### src/rtl/mem_port_arbiter.sv
// Two-master arbiter for a single-port, fixed-latency RAM. m0 has priority;
// the starvation counter guarantees m1 a grant after MAX_HOLD m0 grants.
module mem_port_arbiter #(
  parameter int ADDR_W   = 32,
  parameter int DATA_W   = 32,
  parameter int RAM_LAT  = 1,
  parameter int MAX_HOLD = 8
) (
  input  logic              clk,
  input  logic              reset,
  input  logic              m0_req,
  input  logic              m0_we,
  input  logic [ADDR_W-1:0] m0_addr,
  input  logic [DATA_W-1:0] m0_wdata,
  output logic              m0_ack,
  output logic [DATA_W-1:0] m0_rdata,
  input  logic              m1_req,
  input  logic              m1_we,
  input  logic [ADDR_W-1:0] m1_addr,
  input  logic [DATA_W-1:0] m1_wdata,
  output logic              m1_ack,
  output logic [DATA_W-1:0] m1_rdata,
  output logic              ram_we,
  output logic [ADDR_W-1:0] ram_addr,
  output logic [DATA_W-1:0] ram_wdata,
  input  logic [DATA_W-1:0] ram_rdata,
  output logic              owner
);

  localparam int LAT_W = (RAM_LAT > 1) ? $clog2(RAM_LAT) : 1;
  localparam int CNT_W = $clog2(MAX_HOLD + 1);

  localparam logic [1:0] IDLE   = 2'd0;
  localparam logic [1:0] ACCESS = 2'd1;
  localparam logic [1:0] DONE   = 2'd2;

  logic [1:0]       state;
  logic [LAT_W-1:0] lat_cnt;
  logic [CNT_W-1:0] starve_cnt;
  logic             m1_wins;
  logic             lat_last;
  logic             starve_full;

  always_comb begin
    starve_full = (starve_cnt == CNT_W'(MAX_HOLD));
    m1_wins     = m1_req && (!m0_req || starve_full);
    lat_last    = (lat_cnt == LAT_W'(RAM_LAT - 1));
  end

  // Acks and ram_we default low each cycle so they can only ever pulse.
  always_ff @(posedge clk or negedge reset) begin
    if (!reset) begin
      state      <= IDLE;
      lat_cnt    <= '0;
      starve_cnt <= '0;
      owner      <= 1'b0;
      ram_we     <= 1'b0;
      ram_addr   <= '0;
      ram_wdata  <= '0;
      m0_ack     <= 1'b0;
      m1_ack     <= 1'b0;
      m0_rdata   <= '0;
      m1_rdata   <= '0;
    end else begin
      m0_ack <= 1'b0;
      m1_ack <= 1'b0;
      ram_we <= 1'b0;
      case (state)
        IDLE: begin
          if (m0_req || m1_req) begin
            state   <= ACCESS;
            lat_cnt <= '0;
            owner   <= m1_wins;
            if (m1_wins) begin
              ram_we     <= m1_we;
              ram_addr   <= m1_addr;
              ram_wdata  <= m1_wdata;
              starve_cnt <= '0;
            end else begin
              ram_we    <= m0_we;
              ram_addr  <= m0_addr;
              ram_wdata <= m0_wdata;
              if (m1_req && !starve_full)
                starve_cnt <= starve_cnt + CNT_W'(1);
            end
          end
        end
        ACCESS: begin
          if (lat_last) begin
            lat_cnt <= '0;
            state   <= DONE;
            if (owner) begin
              m1_rdata <= ram_rdata;
              m1_ack   <= 1'b1;
            end else begin
              m0_rdata <= ram_rdata;
              m0_ack   <= 1'b1;
            end
          end else begin
            lat_cnt <= lat_cnt + LAT_W'(1);
          end
        end
        // Requests are deliberately ignored here so a master that drops req
        // in its ack cycle is not granted again.
        DONE: state <= IDLE;
        default: state <= IDLE;
      endcase
    end
  end

endmodule

### config.mk
export PLATFORM = sky130hd
export DESIGN_NAME = mem_port_arbiter
export DESIGN_NICKNAME = d
export VERILOG_FILES = /design/src/rtl/mem_port_arbiter.sv
export SDC_FILE = /design/constraint.sdc
export NUM_CORES = 1
export LEC_CHECK = 0
export CAP_MARGIN = 20
export CORE_ASPECT_RATIO = 1.5
export CORE_UTILIZATION = 41
export DETAILED_ROUTE_END_ITERATION = 6
export MAX_ROUTING_LAYER = met4
export PLACE_DENSITY = 0.81
export SLEW_MARGIN = 20
export SYNTH_ARGS = -nofsm -noshare
export SYNTH_HDL_FRONTEND = slang
export SYNTH_SLANG_ARGS = --single-unit
### constraint.sdc
create_clock -name clk -period 2.2 [get_ports clk]
set_input_delay 0.33 -clock clk [delete_from_list [all_inputs] [get_ports clk]]
set_output_delay 0.33 -clock clk [all_outputs]
set_load 0.01 [all_outputs]
==> results.yml <==
synth:
  ys_seq_area_share_pct: 56.0
  synth_adder_area_share_pct: 0.406
  yosys.area_share.simple_pct: 13.6
  synth_top_area_share_pct: 56.0
  yosys_warnings: 0
  synth_compound_area_share_pct: 10.3
  syn_nets: 721
  synthCells: 553
  netlist_area_um2: 6160
  synthMostInstantiatedCell: "dfrtp_1"
  syn_area_per_cell_um2: 11.1
  synth_edf_count: 0
  ys_seq_elements: 138
  synthXorXnorAreaFrac_pct: 0
  synthFlopType: "dfrtp_1"
  async_reset_ff_share_pct: 100
  yosys-top-cells-count: "138 x dfrtp_1, 70 x inv_1, 67 x nand3_1"
  synth_top_area_cell: "dfrtp_1"
  ys_types: 31
  synth.area.top_cells: "dfrtp_1 56%, mux2_2 12%, o221ai_1 9.1%"
  synth_top_family_by_area: "simple AND/OR/NAND/NOR gates"
  muxShareOfSynthArea_pct: 11.7
setup_path:
  r2r_slack_ns: 0.37
  startpoint_type: "register"
  endpoint_kind: "register"
  endpoint: "ram_wdata[10]$_DFFE_PN0P_"
  crit_arrival_ns: 2.08
  ff2ff_path_depth: 6
  criticalPathCategory: "reg -> reg"
  worstPathRequired_ns: 2.45
  r2r-start: "starve_cnt[0]$_DFFE_PN0P_"
  startpoint: "starve_cnt[0]$_DFFE_PN0P_"
  r2r_end: "ram_wdata[10]$_DFFE_PN0P_"
  cp_max_fo: 30
cts:
  numClockSinks: 138
  cts_max_level: 4
  cts_root_buf: "clkbuf_16"
  cts_tree: "built"
  clk_pin_slew_worst_paths_ns: 0.07
  cts_setup_buffers: 0
  cts_buffer_depth: 2
  cts-buffers-inserted: 17
  clk_latency_ns: 0.41
layout:
  fin_nets: 999
  drive_gt1_share_pct: 14.7
  diodes: 0
  post-route-cell-area_um2: 9950
  area_delta_synth_final_pct: 61.5
timing:
  fmax_mhz: 546
  maxSlewHeadroom_pct: 55.0
  hold_ws_ns: 0.354
  setup_viol: 0
  slew_violations: 0
  hold_violations: 0
  clock_skew_ns: 0.0113
  worst_slew_pin_slew_ns: 0.676
  final.setup.worst_slack_ns: 0.368
  final.setup.tns_ns: 0
  period_needed_ns: 1.83
  fin_crit_sh_pct: 83.3
  rsz0062_at_grt: "false"
floorplanning:
  fp.coreArea_um2: 14600
  ioPinCount: 298
  die_y_um: 152
  dieArea_um2: 15500
  row_count: 54
  start_util_pct: 42.2
  die_w_um: 102
power_and_ir_drop:
  p_comb_share_pct: 48.3
  p_sw_share_pct: 35.8
  cellPowerDensity_nw_per_um2: 1430
  seqPwrFrac_pct: 31.8
  p_clk_share_pct: 20.0
  p_switching_mw: 5.10
  p_leak_nw: 4.11
  p_int_mw: 9.14
  ir_drop_uv: 702
drt:
  wl_um: 19700
  drc_errors: 0
  drt-initial-drc-count: 260
  routedWlPerCell_um: 18.9
  vias: 5784
  vias_per_cell: 5.56
  first_pass_iters: 4
  final_antenna_net_count: 0
placement:
  place_congestion: 0.811
  place_ws_ns: 0.202
  hpwl_um: 14300
  port-buffer-count: 297
  dpl-instance-area_um2: 9350
global_routing:
  grt_max_degree: 71
  grt_pass1_wl_um: 30800
  grt_pass1_vias: 6016
  antenna_found_initial: 0
  grt_usage_pct: 26.5
  grt_overflow_total: 0
min_path:
  min_path_type: "in -> reg"
flow_run:
  cap_violations: 0
run_status:
  status: "finished clean"
final cells by class:
class / count / area, um^2
fillers: 1104 / 4640
inverters: 70 / 263
clock buffers: 17 / 425
multi-input cells: 287 / 2240
clock inverters: 15 / 169
well taps: 196 / 245
flip-flops and latches: 138 / 3450
repair buffers: 317 / 3160
logic make-up (layout without fill, tap and decap cells):
group / count (synthesis) / count (layout)
simple gates: 148 / 148
buf+inv: 128 / 419
fa+ha+maj: 2 / 2
compound gates: 73 / 73
mux: 64 / 64
flops: 138 / 138
power groups by stage:
stage	clock network, mW	logic, mW	registers, mW
after global placement	0	6.64	4.47
after global routing	3.02	7.40	4.66
after detailed placement	0	6.89	4.56
final	2.85	6.88	4.52
after floorplan	0	2.82	4.99
after CTS	2.90	6.92	4.53
how the worst min path moves through the flow:
stage	end	startpoint	depth (start not counted)	slack [ns]
after CTS	starve_cnt[2]$_DFFE_PN0P_	m0_req	3	0.34
final	starve_cnt[2]$_DFFE_PN0P_	m0_req	3	0.35
after detailed placement	ram_addr[2]$_DFFE_PN0P_	reset	1	0.31
after global routing	starve_cnt[2]$_DFFE_PN0P_	m0_req	3	0.36
after global placement	ram_addr[2]$_DFFE_PN0P_	reset	1	0.30
after floorplan	m0_ack$_DFF_PN0_	reset	0	0.03
flip-flops by register name, indices dropped and copies added (netlist names):
name and flops:
m0_ack 1, m0_rdata 32, m1_ack 1, m1_rdata 32
owner 1, ram_addr 32, ram_wdata 32, ram_we 1
starve_cnt 4, state 2
worst max-delay path, cell delays in order (launching register included):
cell	delay, ns
dfrtp_1	0.41
inv_1	0.07
ha_1	0.21
and3b_1	0.26
o21ai_4	0.16
buf_4	0.35
o221ai_1	0.21
repair_timing:
item                                   4_1_cts  5_1_grt
resized for setup                            0        0
endpoints found under the hold margin       44        0
hold buffers                                 1        0
per-layer routing:
layer / up-vias / global-route usage (%) / wire length [um]
li1: 2605 / - / -
met1: 2840 / 28.5 / 7270
met2: 286 / 45.0 / 10200
met3: 53 / 6.93 / 1610
met4: 0 / 11.4 / 636
met5: - / - / 0
cell usage in the layout (no fill, tap or decap), types with 5 or more instances in the layout:
| cell type | count |
|---|---|
| clkdlybuf4s50_1 | 295 |
| dfrtp_1 | 138 |
| inv_1 | 69 |
| nand3_1 | 67 |
| mux2_2 | 64 |
| nand4_1 | 64 |
| o221ai_1 | 64 |
| clkbuf_16 | 17 |
| buf_4 | 16 |
| nand2_1 | 5 |
| inv_6 | 5 |
| inv_8 | 5 |
through the flow:
stage                     std cells  util (%)  power (mW)
after floorplan                 553         -        7.81
after global placement         1007      64.1        11.1
after detailed placement       1007      64.1        11.4
after CTS                      1040      68.2        14.3
after global routing           1040      68.2        15.1
final                          1040      68.2        14.2
Note: power is estimated with default switching activity, not from simulation.
